## src/rtl/mem_req_arbiter_pkg.sv

```systemverilog
// mem_req_arbiter_pkg: shared FSM state encodings and memory-request constants
// for the icache/dcache arbiter and its capture sub-module.
package mem_req_arbiter_pkg;

  // Arbiter FSM states, 3-bit encoding.
  typedef enum logic [2:0] {
    ST_IDLE   = 3'd0,
    ST_D_REQ  = 3'd1,
    ST_D_WAIT = 3'd2,
    ST_I_REQ  = 3'd3,
    ST_I_WAIT = 3'd4
  } arb_state_e;

  // A zero byte mask on the memory port means a read.
  localparam logic [3:0] WMASK_READ = 4'b0000;

  // True when a byte-enable vector describes a write access.
  function automatic logic is_write(input logic [3:0] we);
    return we != WMASK_READ;
  endfunction

endpackage

```

## src/rtl/mem_req_arbiter_if.sv

```systemverilog
// mem_req_arbiter_if: shared memory port with a valid/ready request channel
// and a valid-only response channel (one response per accepted request).
interface mem_req_arbiter_if #(
  parameter int unsigned ADDR_W = 32,
  parameter int unsigned DATA_W = 32
);
  logic              mem_req_valid;
  logic              mem_req_ready;
  logic [ADDR_W-1:0] mem_req_addr;
  logic [3:0]        mem_req_wmask;
  logic [DATA_W-1:0] mem_req_wdata;
  logic              mem_resp_valid;
  logic [DATA_W-1:0] mem_resp_data;

  // Arbiter side: issues requests, receives responses.
  modport master (
    output mem_req_valid, mem_req_addr, mem_req_wmask, mem_req_wdata,
    input  mem_req_ready, mem_resp_valid, mem_resp_data
  );

  // Memory side: accepts requests, returns responses.
  modport slave (
    input  mem_req_valid, mem_req_addr, mem_req_wmask, mem_req_wdata,
    output mem_req_ready, mem_resp_valid, mem_resp_data
  );
endinterface

```

## src/rtl/mem_req_arbiter_capture.sv

```systemverilog
// mem_req_capture: holds one core port's pending flag together with the
// word-aligned address and an opaque payload (byte enables/store data).
// The pending flag follows the request on every capture cycle and is cleared
// when the arbiter retires the access; address/payload only load when a
// request is present, so they keep describing the last issued access.
module mem_req_capture #(
  parameter int unsigned ADDR_W    = 32,
  parameter int unsigned PAYLOAD_W = 1
) (
  input  logic                 clk,
  input  logic                 reset,
  input  logic                 i_capture,
  input  logic                 i_req,
  input  logic [ADDR_W-1:0]    i_addr,
  input  logic [PAYLOAD_W-1:0] i_payload,
  input  logic                 i_clear,
  output logic                 o_pend,
  output logic [ADDR_W-1:0]    o_addr,
  output logic [PAYLOAD_W-1:0] o_payload
);

  logic                 r_pend;
  logic [ADDR_W-1:0]    r_addr;
  logic [PAYLOAD_W-1:0] r_payload;

  // Capture the core request while unstalled, clear pending on retirement.
  always_ff @(posedge clk or negedge reset) begin
    if (!reset) begin
      r_pend    <= 1'b0;
      r_addr    <= '0;
      r_payload <= '0;
    end else if (i_capture) begin
      r_pend <= i_req;
      if (i_req) begin
        r_addr    <= i_addr;
        r_payload <= i_payload;
      end
    end else if (i_clear) begin
      r_pend <= 1'b0;
    end
  end

  assign o_pend    = r_pend;
  assign o_addr    = r_addr;
  assign o_payload = r_payload;

endmodule

```

## src/rtl/mem_req_arbiter.sv

```systemverilog
// mem_req_arbiter: serializes Riscv151 icache and dcache accesses onto one
// valid/ready memory port, stalling the core until every captured access has
// been answered. Data accesses go before instruction fetches.
// Optional build macro MEM_REQ_ARBITER_PERF_EN adds stall-cycle and
// request-handshake counters (perf_stall_cycles, perf_mem_reqs).
module mem_req_arbiter
  import mem_req_arbiter_pkg::*;
#(
  parameter int unsigned ADDR_W = 32,
  parameter int unsigned DATA_W = 32
) (
  input  logic              clk,
  input  logic              reset,
  input  logic [ADDR_W-1:0] icache_addr,
  input  logic              icache_re,
  output logic [DATA_W-1:0] icache_dout,
  input  logic [ADDR_W-1:0] dcache_addr,
  input  logic              dcache_re,
  input  logic [3:0]        dcache_we,
  input  logic [DATA_W-1:0] dcache_din,
  output logic [DATA_W-1:0] dcache_dout,
  output logic              stall,
  mem_req_arbiter_if.master mem
`ifdef MEM_REQ_ARBITER_PERF_EN
  ,
  output logic [31:0]       perf_stall_cycles,
  output logic [31:0]       perf_mem_reqs
`endif
);

  localparam int unsigned D_PAYLOAD_W = 4 + DATA_W;

  arb_state_e        r_state;
  logic              r_stall;
  logic              r_req_valid;
  logic              r_sel_d;
  logic [DATA_W-1:0] r_icache_dout;
  logic [DATA_W-1:0] r_dcache_dout;

  logic                   w_capture;
  logic                   w_d_req;
  logic [ADDR_W-1:0]      w_i_addr_aligned;
  logic [ADDR_W-1:0]      w_d_addr_aligned;
  logic                   w_i_clear;
  logic                   w_d_clear;
  logic                   w_i_pend;
  logic                   w_d_pend;
  logic [ADDR_W-1:0]      w_i_addr_q;
  logic [ADDR_W-1:0]      w_d_addr_q;
  logic [D_PAYLOAD_W-1:0] w_d_payload_q;
  logic [3:0]             w_d_we_q;
  logic [DATA_W-1:0]      w_d_din_q;
  logic                   w_handshake;
  logic                   w_unused_i_payload;
  logic                   w_unused_bits;

  assign w_capture        = !r_stall;
  assign w_d_req          = dcache_re | is_write(dcache_we);
  assign w_i_addr_aligned = {icache_addr[ADDR_W-1:2], 2'b00};
  assign w_d_addr_aligned = {dcache_addr[ADDR_W-1:2], 2'b00};
  assign w_i_clear        = (r_state == ST_I_WAIT) && mem.mem_resp_valid;
  assign w_d_clear        = (r_state == ST_D_WAIT) && mem.mem_resp_valid;
  assign w_handshake      = r_req_valid && mem.mem_req_ready;
  assign w_d_we_q         = w_d_payload_q[DATA_W+3:DATA_W];
  assign w_d_din_q        = w_d_payload_q[DATA_W-1:0];
  // Byte-offset bits never reach the word-aligned memory port.
  assign w_unused_bits    = ^{icache_addr[1:0], dcache_addr[1:0], w_unused_i_payload};

  mem_req_capture #(
    .ADDR_W   (ADDR_W),
    .PAYLOAD_W(1)
  ) u_icap (
    .clk      (clk),
    .reset    (reset),
    .i_capture(w_capture),
    .i_req    (icache_re),
    .i_addr   (w_i_addr_aligned),
    .i_payload(1'b0),
    .i_clear  (w_i_clear),
    .o_pend   (w_i_pend),
    .o_addr   (w_i_addr_q),
    .o_payload(w_unused_i_payload)
  );

  mem_req_capture #(
    .ADDR_W   (ADDR_W),
    .PAYLOAD_W(D_PAYLOAD_W)
  ) u_dcap (
    .clk      (clk),
    .reset    (reset),
    .i_capture(w_capture),
    .i_req    (w_d_req),
    .i_addr   (w_d_addr_aligned),
    .i_payload({dcache_we, dcache_din}),
    .i_clear  (w_d_clear),
    .o_pend   (w_d_pend),
    .o_addr   (w_d_addr_q),
    .o_payload(w_d_payload_q)
  );

  // Arbitration FSM; stall, request-valid, port select and read data are all
  // registered here. IDLE decides from the live core request because the
  // capture registers load on that very edge.
  always_ff @(posedge clk or negedge reset) begin
    if (!reset) begin
      r_state       <= ST_IDLE;
      r_stall       <= 1'b0;
      r_req_valid   <= 1'b0;
      r_sel_d       <= 1'b0;
      r_icache_dout <= '0;
      r_dcache_dout <= '0;
    end else begin
      case (r_state)
        ST_IDLE: begin
          if (w_d_req) begin
            r_state     <= ST_D_REQ;
            r_stall     <= 1'b1;
            r_req_valid <= 1'b1;
            r_sel_d     <= 1'b1;
          end else if (icache_re) begin
            r_state     <= ST_I_REQ;
            r_stall     <= 1'b1;
            r_req_valid <= 1'b1;
            r_sel_d     <= 1'b0;
          end
        end
        ST_D_REQ: begin
          if (mem.mem_req_ready) begin
            r_state     <= ST_D_WAIT;
            r_req_valid <= 1'b0;
          end
        end
        ST_D_WAIT: begin
          if (mem.mem_resp_valid) begin
            if (!is_write(w_d_we_q)) begin
              r_dcache_dout <= mem.mem_resp_data;
            end
            if (w_i_pend) begin
              r_state     <= ST_I_REQ;
              r_req_valid <= 1'b1;
              r_sel_d     <= 1'b0;
            end else begin
              r_state <= ST_IDLE;
              r_stall <= 1'b0;
            end
          end
        end
        ST_I_REQ: begin
          if (mem.mem_req_ready) begin
            r_state     <= ST_I_WAIT;
            r_req_valid <= 1'b0;
          end
        end
        ST_I_WAIT: begin
          if (mem.mem_resp_valid) begin
            r_icache_dout <= mem.mem_resp_data;
            r_state       <= ST_IDLE;
            r_stall       <= 1'b0;
          end
        end
        default: begin
          r_state     <= ST_IDLE;
          r_stall     <= 1'b0;
          r_req_valid <= 1'b0;
        end
      endcase
    end
  end

  // Address/data come straight from the selected capture registers, which
  // only reload when a new access is issued, so they hold between requests.
  assign mem.mem_req_valid = r_req_valid;
  assign mem.mem_req_addr  = r_sel_d ? w_d_addr_q : w_i_addr_q;
  assign mem.mem_req_wmask = (r_req_valid && r_sel_d) ? w_d_we_q : WMASK_READ;
  assign mem.mem_req_wdata = w_d_din_q;

  assign stall       = r_stall;
  assign icache_dout = r_icache_dout;
  assign dcache_dout = r_dcache_dout;

`ifdef MEM_REQ_ARBITER_PERF_EN
  logic [31:0] r_perf_stall_cycles;
  logic [31:0] r_perf_mem_reqs;

  // Free-running, wrapping counters of stalled cycles and accepted requests.
  always_ff @(posedge clk or negedge reset) begin
    if (!reset) begin
      r_perf_stall_cycles <= '0;
      r_perf_mem_reqs     <= '0;
    end else begin
      if (r_stall) begin
        r_perf_stall_cycles <= r_perf_stall_cycles + 32'd1;
      end
      if (w_handshake) begin
        r_perf_mem_reqs <= r_perf_mem_reqs + 32'd1;
      end
    end
  end

  assign perf_stall_cycles = r_perf_stall_cycles;
  assign perf_mem_reqs     = r_perf_mem_reqs;
`else
  logic w_unused_handshake;
  assign w_unused_handshake = w_handshake;
`endif

endmodule

```

## src/flat_wrapper.sv

```systemverilog
// flat-port wrapper written by rule: the top's interface ports become plain ports
module mem_req_arbiter_flat import mem_req_arbiter_pkg::*;
#(
  parameter int unsigned ADDR_W = 32,
  parameter int unsigned DATA_W = 32
)
  (clk, reset, icache_addr, icache_re, icache_dout, dcache_addr, dcache_re, dcache_we, dcache_din, dcache_dout, stall, mem_mem_req_valid, mem_mem_req_addr, mem_mem_req_wmask, mem_mem_req_wdata, mem_mem_req_ready, mem_mem_resp_valid, mem_mem_resp_data);
  mem_req_arbiter_if #(.ADDR_W(ADDR_W), .DATA_W(DATA_W)) mem_i ();
  input  logic clk;
  input  logic reset;
  input  logic [ADDR_W-1:0] icache_addr;
  input  logic icache_re;
  output logic [DATA_W-1:0] icache_dout;
  input  logic [ADDR_W-1:0] dcache_addr;
  input  logic dcache_re;
  input  logic [3:0] dcache_we;
  input  logic [DATA_W-1:0] dcache_din;
  output logic [DATA_W-1:0] dcache_dout;
  output logic stall;
  output wire logic [$bits(mem_i.mem_req_valid)-1:0] mem_mem_req_valid;
  output wire logic [$bits(mem_i.mem_req_addr)-1:0] mem_mem_req_addr;
  output wire logic [$bits(mem_i.mem_req_wmask)-1:0] mem_mem_req_wmask;
  output wire logic [$bits(mem_i.mem_req_wdata)-1:0] mem_mem_req_wdata;
  input wire logic [$bits(mem_i.mem_req_ready)-1:0] mem_mem_req_ready;
  input wire logic [$bits(mem_i.mem_resp_valid)-1:0] mem_mem_resp_valid;
  input wire logic [$bits(mem_i.mem_resp_data)-1:0] mem_mem_resp_data;
  assign mem_mem_req_valid = mem_i.mem_req_valid;
  assign mem_mem_req_addr = mem_i.mem_req_addr;
  assign mem_mem_req_wmask = mem_i.mem_req_wmask;
  assign mem_mem_req_wdata = mem_i.mem_req_wdata;
  assign mem_i.mem_req_ready = mem_mem_req_ready;
  assign mem_i.mem_resp_valid = mem_mem_resp_valid;
  assign mem_i.mem_resp_data = mem_mem_resp_data;
  mem_req_arbiter #(.ADDR_W(ADDR_W), .DATA_W(DATA_W)) u_core (.clk(clk), .reset(reset), .icache_addr(icache_addr), .icache_re(icache_re), .icache_dout(icache_dout), .dcache_addr(dcache_addr), .dcache_re(dcache_re), .dcache_we(dcache_we), .dcache_din(dcache_din), .dcache_dout(dcache_dout), .stall(stall), .mem(mem_i));
endmodule
```

## config.mk

```make
export PLATFORM = sky130hd
export DESIGN_NAME = mem_req_arbiter_flat
export DESIGN_NICKNAME = d
export VERILOG_FILES = /design/src/rtl/mem_req_arbiter_pkg.sv /design/src/rtl/mem_req_arbiter_if.sv /design/src/rtl/mem_req_arbiter_capture.sv /design/src/rtl/mem_req_arbiter.sv /design/src/flat_wrapper.sv
export SDC_FILE = /design/constraint.sdc
export NUM_CORES = 1
export LEC_CHECK = 0
export CAP_MARGIN = 30
export CORE_MARGIN = 2
export CORE_UTILIZATION = 40
export CTS_CLUSTER_DIAMETER = 120
export DETAILED_ROUTE_END_ITERATION = 16
export DONT_BUFFER_PORTS = 1
export GPL_ROUTABILITY_DRIVEN = 0
export GPL_TIMING_DRIVEN = 0
export PLACE_DENSITY = 0.54
export SLEW_MARGIN = 10
export SYNTH_ARGS = -nofsm -noshare
export SYNTH_HDL_FRONTEND = slang
export SYNTH_SLANG_ARGS = --single-unit
```

## constraint.sdc

```tcl
create_clock -name clk -period 4.3 [get_ports clk]
set_clock_uncertainty 0.2 [all_clocks]
set_input_delay 0.86 -clock clk [delete_from_list [all_inputs] [get_ports clk]]
set_output_delay 0.86 -clock clk [all_outputs]
set_load 0.005 [all_outputs]
```

==> run_summary.xml, run 1 <==
<?xml version="1.0" encoding="UTF-8"?>
<metrics>
  <group name="floorplanning">
    <metric name="start_util" unit="%">40.5</metric>
    <metric name="fp.coreArea" unit="um2">17900</metric>
    <metric name="floorplan.io_pins" unit="">272</metric>
    <metric name="die_y" unit="um">139</metric>
    <metric name="die_area" unit="um2">19200</metric>
    <metric name="fp-row-count" unit="">49</metric>
    <metric name="die_width" unit="um">139</metric>
  </group>
  <group name="sta">
    <metric name="max_freq" unit="GHz">0.331</metric>
    <metric name="setup_violations" unit="">0</metric>
    <metric name="rsz0062_at_grt" unit="">no</metric>
    <metric name="layout_setup_ws" unit="ns">1.28</metric>
    <metric name="maxSlewViolCount" unit="">0</metric>
    <metric name="hold_slack" unit="ns">-0.0722</metric>
    <metric name="tns" unit="ns">0</metric>
    <metric name="layout_min_cycle_time" unit="ns">3.02</metric>
    <metric name="share_of_the_cycle_needed_by_the_critical_path_after_routing" unit="%">70.3</metric>
    <metric name="final-hold-violation-count" unit="">167</metric>
  </group>
  <group name="finish">
    <metric name="layout.cells.non_filler" unit="">732</metric>
    <metric name="area_growth_syn_to_layout" unit="%">12.9</metric>
    <metric name="nNetsFinal" unit="">627</metric>
    <metric name="multiInputGateArea" unit="um2">2620</metric>
    <metric name="regArea" unit="um2">4180</metric>
    <metric name="n_fill_cell" unit="">1606</metric>
    <metric name="fraction_of_final_layout_cells_sized_beyond_drive_strength_1" unit="%">56.0</metric>
  </group>
  <group name="synthesis">
    <metric name="yosys_register_bits" unit="">167</metric>
    <metric name="number_of_enable_type_register_cells_in_the_synthesized_netlist" unit="">0</metric>
    <metric name="synth_top_flop_cell" unit="">sky130_fd_sc_hd__dfrtp_1</metric>
    <metric name="synth-warning-count" unit="">0</metric>
    <metric name="synthesis.area_per_instance" unit="um2">15.5</metric>
    <metric name="mappedNetlistArea" unit="um2">7250</metric>
    <metric name="synthDominantCellAreaShare" unit="%">57.6</metric>
    <metric name="netlist_top_cells_area" unit="">sky130_fd_sc_hd__dfrtp_1 (58%), sky130_fd_sc_hd__mux2_2 (23%), sky130_fd_sc_hd__mux2_4 (8.1%)</metric>
    <metric name="postSynthCellCount" unit="">469</metric>
    <metric name="synth.distinct_cells" unit="">35</metric>
    <metric name="postSynth.asyncResetShare" unit="%">100</metric>
    <metric name="ys_seq_area_share" unit="%">57.6</metric>
    <metric name="synth_area_leader_cell" unit="">sky130_fd_sc_hd__dfrtp_1</metric>
  </group>
  <group name="drt">
    <metric name="wl" unit="mm">15.1</metric>
    <metric name="initialDrtViolationCount" unit="">217</metric>
    <metric name="detailed_route_vias_per_instance" unit="">5.13</metric>
    <metric name="dr_total_vias" unit="">3756</metric>
    <metric name="drc_errors" unit="">0</metric>
    <metric name="drt_pre_antenna_iters" unit="">4</metric>
    <metric name="detail_routed_net_length_per_standard_cell" unit="um">20.6</metric>
    <metric name="antenna_left" unit="">0</metric>
  </group>
  <group name="worst_setup_path">
    <metric name="setup.worst_path.end_class" unit="">output pin</metric>
    <metric name="critical_path_start_end_classification" unit="">reg -&gt; out</metric>
    <metric name="setup.worst_path.start_class" unit="">register</metric>
    <metric name="worstPathRequired" unit="ns">3.24</metric>
    <metric name="endpoint_arrival_time_on_the_critical_path" unit="ns">1.96</metric>
    <metric name="crit_path_max_fanout" unit="">10</metric>
  </group>
  <group name="min_path">
    <metric name="holdCritPathClass" unit="">in -&gt; async</metric>
  </group>
  <group name="cts">
    <metric name="root_buffer" unit="">sky130_fd_sc_hd__clkbuf_16</metric>
    <metric name="worst_setup_hold_path_clk_slew" unit="ns">0.07</metric>
    <metric name="h-tree-depth" unit="">4</metric>
    <metric name="clock_tree_from_tritoncts" unit="">yes</metric>
    <metric name="clk_latency" unit="ns">0.42</metric>
    <metric name="post-cts-setup-buffers" unit="">0</metric>
    <metric name="cts-buffers-inserted" unit="">17</metric>
    <metric name="ctsLongestPathBuffers" unit="">2</metric>
    <metric name="tritoncts_num_sinks" unit="">167</metric>
    <metric name="post_cts.resized_instances" unit="">0</metric>
  </group>
  <group name="placement">
    <metric name="pre_cts_slack" unit="ns">1.68</metric>
    <metric name="place_inst" unit="">699</metric>
    <metric name="buffer_ports.inserted" unit="">0</metric>
    <metric name="dp.final_hpwl" unit="mm">10.9</metric>
  </group>
  <group name="global_route">
    <metric name="grt_overflow_total" unit="">0</metric>
    <metric name="total_global_route_track_usage" unit="%">16.1</metric>
    <metric name="largest_net_degree_at_the_start_of_global_routing" unit="">168</metric>
    <metric name="first_global_vias" unit="">4241</metric>
    <metric name="antenna_found_initial" unit="">1</metric>
    <metric name="grt_pass1_wl" unit="mm">24.2</metric>
  </group>
  <group name="run_status">
    <metric name="outcome" unit="">finished, violations left</metric>
    <metric name="violated_checks" unit="">hold timing</metric>
  </group>
  <group name="power">
    <metric name="power-per-cell-area" unit="nW/um2">816</metric>
    <metric name="fin_total_pwr" unit="mW">6.68</metric>
    <metric name="cellLeakagePower" unit="nW">3.72</metric>
    <metric name="worst_ir_drop_vdd" unit="mV">0.375</metric>
  </group>
  <group name="run">
    <metric name="cap_violations" unit="">0</metric>
  </group>
</metrics>
==> synth_stat cells (2+ instances only) <==
| cell type | n |
|---|---|
| sky130_fd_sc_hd__dfrtp_1 | 167 |
| sky130_fd_sc_hd__mux2_2 | 150 |
| sky130_fd_sc_hd__mux2_4 | 39 |
| sky130_fd_sc_hd__buf_4 | 38 |
| sky130_fd_sc_hd__buf_2 | 9 |
| sky130_fd_sc_hd__buf_6 | 8 |
| sky130_fd_sc_hd__inv_1 | 8 |
| sky130_fd_sc_hd__a21oi_1 | 6 |
| sky130_fd_sc_hd__and3_1 | 5 |
| sky130_fd_sc_hd__nand2_1 | 4 |
| sky130_fd_sc_hd__nor2_1 | 4 |
| sky130_fd_sc_hd__o21ai_0 | 4 |
| sky130_fd_sc_hd__clkbuf_1 | 3 |
| sky130_fd_sc_hd__o22ai_1 | 2 |
| sky130_fd_sc_hd__o41ai_1 | 2 |
==> where the power goes <==
part / switching, mW / internal (mW) / leakage (nW)
Clock: 0.639 / 1.01 / 0.307
Combinational: 0.788 / 1.35 / 1.38
Sequential: 0.521 / 2.37 / 2.03
Total: 1.95 / 4.73 / 3.72
==> logic make-up (layout without fill, tap and decap cells) <==
family	Yosys count	in the layout	synth area share, %
mux	191	191	31.7
flops	167	167	57.6
buf+inv	66	98	6.37
simple gates	23	23	2.28
compound gates	21	21	2.02
other cells	1	3	0.0517
==> per-layer routing <==
metal  share of wire [%]  up-vias  track usage [%]
met5                   0        -                0
met4                 1.1        0             4.41
met3                 9.8       10             8.43
met2                  51      172             26.4
met1                  38     1909             18.6
li1                    -     1665                -
==> critical path, stage by stage, from the launching register on <==
cell and delay [ns]:
sky130_fd_sc_hd__dfrtp_1 0.32, sky130_fd_sc_hd__clkbuf_1 0.36, sky130_fd_sc_hd__clkbuf_1 0.45, sky130_fd_sc_hd__mux2_2 0.42
==> final timing paths <==
check                                          from                         end  slack, ns  cells after the start
max in group asynchronous                     reset      u_core.dcache_dout[14]       3.74                      0
min in group clk           u_core.u_icap.o_addr[24]    u_core.u_icap.o_addr[24]       0.30                      1
max                                  u_core.r_sel_d         mem_mem_req_addr[5]       1.28                      3
max reg2reg                       u_core.r_state[0]      u_core.icache_dout[30]       2.35                      6
min                                           reset  u_core.u_dcap.o_payload[4]      -0.07                      0
min reg2reg                u_core.u_icap.o_addr[24]    u_core.u_icap.o_addr[24]       0.30                      1
==> flip-flops by register name (all words and copies together), names as in the netlist, 3 cells and up <==
signal                   cells
u_core.dcache_dout          32
u_core.icache_dout          32
u_core.r_state               3
u_core.u_dcap.o_addr        30
u_core.u_dcap.o_payload     36
u_core.u_icap.o_addr        30
==> stage by stage <==
step | utilization (%) | hold slack [ns] | area [um2]
after global placement | 42.1 | 0.285 | 7540
after detailed placement | 42.1 | 0.289 | 7540
after global routing | 45.7 | -0.103 | 8190
after floorplan | - | 0.275 | 7260
after CTS | 45.7 | -0.0958 | 8190
final | 45.7 | -0.0722 | 8190
==> final cells by class <==
| type | count | share of cell area (%) |
|---|---|---|
| Clock inverter | 13 | 2.34 |
| Buffer | 58 | 5.27 |
| Antenna cell | 1 | 0.0306 |
| Inverter | 8 | 0.367 |
| Tap cell | 229 | 3.50 |
| Clock buffer | 19 | 5.53 |
| Sequential cell | 167 | 51.0 |
| Multi-Input combinational cell | 237 | 31.9 |
==> cell usage in the layout (no fill, tap or decap), drive strengths merged, types with 5 or more instances in the layout <==
cell type | Yosys | layout
mux2 | 190 | 190
dfrtp | 167 | 167
buf | 55 | 55
clkbuf | 3 | 22
inv | 8 | 12
a21oi | 6 | 6
and3 | 5 | 5
nor2 | 5 | 5
(Power assumes the default switching activity.)
==> inputs of run 2 (changes only) <==
--- a/config.mk
+++ b/config.mk
@@ -13,7 +13,7 @@
 export DONT_BUFFER_PORTS = 1
 export GPL_ROUTABILITY_DRIVEN = 0
 export GPL_TIMING_DRIVEN = 0
-export PLACE_DENSITY = 0.54
+export PLACE_DENSITY = 0.56
 export SLEW_MARGIN = 10
 export SYNTH_ARGS = -nofsm -noshare
 export SYNTH_HDL_FRONTEND = slang
==> constraint.sdc (replaced) <==
create_clock -name clk -period 2.5 [get_ports clk]
set_clock_uncertainty 0.2 [all_clocks]
set_input_delay 0.5 -clock clk [delete_from_list [all_inputs] [get_ports clk]]
set_output_delay 0.5 -clock clk [all_outputs]
set_load 0.005 [all_outputs]
==> run 2 against run 1 <==
Against the previous run:
- die area unchanged
- sequential power up 73%
- the flow still finishes with violations (hold timing)
- global-route usage down 0.15 points
- largest power group unchanged
- wire length up 0.23%
- final cell count down 0.27%
- largest cell class unchanged
- sequential cell count unchanged
- non-clock buffer count up 1
- count of clock-buffer cells in the layout unchanged
- critical endpoint is now mem_mem_req_addr[19]
==> run_summary.xml, run 2 (synthesis gave the netlist of run 1 again) <==
<?xml version="1.0" encoding="UTF-8"?>
<metrics>
  <group name="power">
    <metric name="cellLeakagePower" unit="nW">3.67</metric>
    <metric name="power-per-cell-area" unit="nW/um2">1370</metric>
    <metric name="swShare" unit="%">30.2</metric>
    <metric name="clock_power_share" unit="%">21.6</metric>
    <metric name="power.net_switching" unit="mW">3.34</metric>
    <metric name="worst_ir_drop_vdd" unit="mV">0.555</metric>
    <metric name="seq_power_share" unit="%">45.2</metric>
    <metric name="cell_internal_pwr" unit="mW">7.71</metric>
    <metric name="power.share.combinational" unit="%">33.1</metric>
  </group>
  <group name="floorplanning">
    <metric name="fp-row-count" unit="">49</metric>
    <metric name="die_width" unit="um">139</metric>
    <metric name="fp.coreArea" unit="um2">17900</metric>
    <metric name="floorplan.io_pins" unit="">272</metric>
    <metric name="die_y" unit="um">139</metric>
    <metric name="die_area" unit="um2">19200</metric>
    <metric name="start_util" unit="%">40.5</metric>
  </group>
  <group name="cts">
    <metric name="tritoncts_num_sinks" unit="">167</metric>
    <metric name="post-cts-setup-buffers" unit="">0</metric>
    <metric name="clock_tree_from_tritoncts" unit="">yes</metric>
    <metric name="ctsLongestPathBuffers" unit="">2</metric>
    <metric name="worst_setup_hold_path_clk_slew" unit="ns">0.06</metric>
    <metric name="clk_latency" unit="ns">0.41</metric>
    <metric name="root_buffer" unit="">sky130_fd_sc_hd__clkbuf_16</metric>
    <metric name="h-tree-depth" unit="">4</metric>
    <metric name="cts-buffers-inserted" unit="">17</metric>
    <metric name="holdBufCountCts" unit="">2</metric>
  </group>
  <group name="drt">
    <metric name="wl" unit="mm">15.1</metric>
    <metric name="drc_errors" unit="">0</metric>
    <metric name="drt_pre_antenna_iters" unit="">5</metric>
    <metric name="dr_total_vias" unit="">3745</metric>
    <metric name="antenna_left" unit="">0</metric>
    <metric name="detailed_route_vias_per_instance" unit="">5.13</metric>
    <metric name="detail_routed_net_length_per_standard_cell" unit="um">20.7</metric>
    <metric name="initialDrtViolationCount" unit="">174</metric>
  </group>
  <group name="worst_setup_path">
    <metric name="endpoint_arrival_time_on_the_critical_path" unit="ns">1.61</metric>
    <metric name="worst-r2r-cell-count" unit="">6</metric>
    <metric name="crit_path_cell_trace" unit="">buf_2, mux2_2</metric>
    <metric name="worstPathRequired" unit="ns">1.80</metric>
    <metric name="setup.worst_path.end_class" unit="">output pin</metric>
    <metric name="worst_path_largest_cell_delay" unit="ns">0.48</metric>
    <metric name="crit_path_max_fanout" unit="">10</metric>
    <metric name="critical_path_start_end_classification" unit="">reg -&gt; out</metric>
    <metric name="critical_path.reg2reg.endpoint" unit="">u_core.icache_dout[14]</metric>
    <metric name="setup.worst_path.start_class" unit="">register</metric>
    <metric name="slowest_stage" unit="">sky130_fd_sc_hd__dfrtp_2</metric>
    <metric name="rr_startpoint" unit="">u_core.r_state[0]</metric>
    <metric name="timing.reg2reg.setup_slack" unit="ns">0.49</metric>
  </group>
  <group name="global_route">
    <metric name="total_global_route_track_usage" unit="%">16.0</metric>
    <metric name="first_global_vias" unit="">4253</metric>
    <metric name="antenna_found_initial" unit="">1</metric>
    <metric name="grt_pass1_wl" unit="mm">24.0</metric>
    <metric name="largest_net_degree_at_the_start_of_global_routing" unit="">168</metric>
    <metric name="grt_overflow_total" unit="">0</metric>
  </group>
  <group name="finish">
    <metric name="fraction_of_final_layout_cells_sized_beyond_drive_strength_1" unit="%">56.1</metric>
    <metric name="multiInputGateArea" unit="um2">2620</metric>
    <metric name="finish.utilization" unit="%">45.2</metric>
    <metric name="regArea" unit="um2">4180</metric>
    <metric name="nNetsFinal" unit="">628</metric>
    <metric name="area_growth_syn_to_layout" unit="%">11.6</metric>
    <metric name="commonest_non_fill_non_tap_cells_in_the_layout" unit="">sky130_fd_sc_hd__dfrtp_1 (166), sky130_fd_sc_hd__mux2_2 (150), sky130_fd_sc_hd__mux2_4 (39)</metric>
    <metric name="n_antenna_cell" unit="">0</metric>
    <metric name="layout.cells.most_common" unit="">sky130_fd_sc_hd__dfrtp_1</metric>
    <metric name="n_fill_cell" unit="">1623</metric>
    <metric name="flip_flop_count_of_the_largest_register_all_copies_and_words_added" unit="">36</metric>
  </group>
  <group name="run_status">
    <metric name="outcome" unit="">finished, violations left</metric>
    <metric name="violated_checks" unit="">hold timing</metric>
  </group>
  <group name="sta">
    <metric name="final-hold-violation-count" unit="">167</metric>
    <metric name="tns" unit="ns">0</metric>
    <metric name="maxSlewViolCount" unit="">0</metric>
    <metric name="share_of_the_cycle_needed_by_the_critical_path_after_routing" unit="%">92.5</metric>
    <metric name="rsz0062_at_grt" unit="">no</metric>
    <metric name="layout_min_cycle_time" unit="ns">2.31</metric>
    <metric name="max_freq" unit="GHz">0.432</metric>
    <metric name="setup_violations" unit="">0</metric>
    <metric name="hold_slack" unit="ns">-0.420</metric>
  </group>
  <group name="placement">
    <metric name="buffer_ports.inserted" unit="">0</metric>
    <metric name="dp.final_hpwl" unit="mm">10.8</metric>
  </group>
  <group name="min_path">
    <metric name="holdCritPathClass" unit="">in -&gt; async</metric>
  </group>
  <group name="run">
    <metric name="cap_violations" unit="">0</metric>
  </group>
</metrics>
## run 2: cell count changes in the layout (fill, tap and decap cells not counted), moves of 2 or more
| cell | change |
|---|---|
| sky130_fd_sc_hd__inv_6 | -3 |
| sky130_fd_sc_hd__dlygate4sd3_1 | +2 |
| sky130_fd_sc_hd__clkinvlp_4 | +2 |
| sky130_fd_sc_hd__clkinv_2 | +2 |
| sky130_fd_sc_hd__clkbuf_1 | -2 |
| sky130_fd_sc_hd__bufinv_16 | -4 |
## run 2: through the flow
stage / hold WS [ns] / setup WS, ns / power [mW] / area (um2) / std cells
4_1_cts: -0.438 / 0.0183 / 11.2 / 8090 / 730
5_1_grt: -0.440 / 0.112 / 11.7 / 8090 / 730
3_5_place_dp: 0.00834 / 0.228 / 8.79 / 7540 / 699
2_1_floorplan: 0.00441 / 0.587 / 7.93 / 7260 / 470
6_report: -0.420 / 0.187 / 11.0 / 8090 / 730
3_3_place_gp: 0.00825 / 0.250 / 8.63 / 7540 / 699
## run 2: power by group through the flow
| stage | sequential (mW) | combinational, mW | clock (mW) |
|---|---|---|---|
| 4_1_cts | 5.02 | 3.73 | 2.47 |
| 3_5_place_dp | 5.04 | 3.75 | 0 |
| 6_report | 5.00 | 3.66 | 2.39 |
| 3_3_place_gp | 4.98 | 3.65 | 0 |
| 5_1_grt | 5.18 | 3.96 | 2.58 |
| 2_1_floorplan | 4.73 | 3.20 | 0 |
## run 2: worst max-delay path by stage
| stage | from | end | slack, ns | depth (start not counted) |
|---|---|---|---|---|
| 2_1_floorplan | u_core.r_sel_d | mem_mem_req_addr[2] | 0.59 | 3 |
| 3_3_place_gp | u_core.r_sel_d | mem_mem_req_addr[4] | 0.25 | 3 |
| 3_5_place_dp | u_core.r_sel_d | mem_mem_req_addr[4] | 0.23 | 3 |
| 4_1_cts | u_core.r_sel_d | mem_mem_req_addr[16] | 0.02 | 2 |
| 5_1_grt | u_core.r_sel_d | mem_mem_req_addr[16] | 0.11 | 2 |
| 6_report | u_core.r_sel_d | mem_mem_req_addr[19] | 0.19 | 2 |
## run 2: final cells by class
class / count / area share [%]
multi-input cells: 237 / 32.3
inverters: 8 / 0.371
plain buffers: 57 / 5.30
well taps: 229 / 3.54
clock buffers: 19 / 5.60
repair buffers: 2 / 0.247
flip-flops and latches: 167 / 51.7
clock inverters: 11 / 0.974
## run 2: critical path, delay by kind of cell, from the launching register on
kind                   cells  cell delay, ns
DFF                        1            0.48
muxes                      1            0.41
buffers and inverters      1            0.31
## run 2: timing repair
action,CTS,global route
setup endpoints to repair,29,14
resized for setup,1,1
hold endpoints to repair,169,167
pin swaps,0,0
## run 2: layer usage
| metal | routed length, um | GRT usage (%) |
|---|---|---|
| met1 | 5960 | 18.8 |
| met3 | 1330 | 6.46 |
| met5 | 13 | 0 |
| met2 | 7480 | 26.1 |
| met4 | 347 | 6.65 |
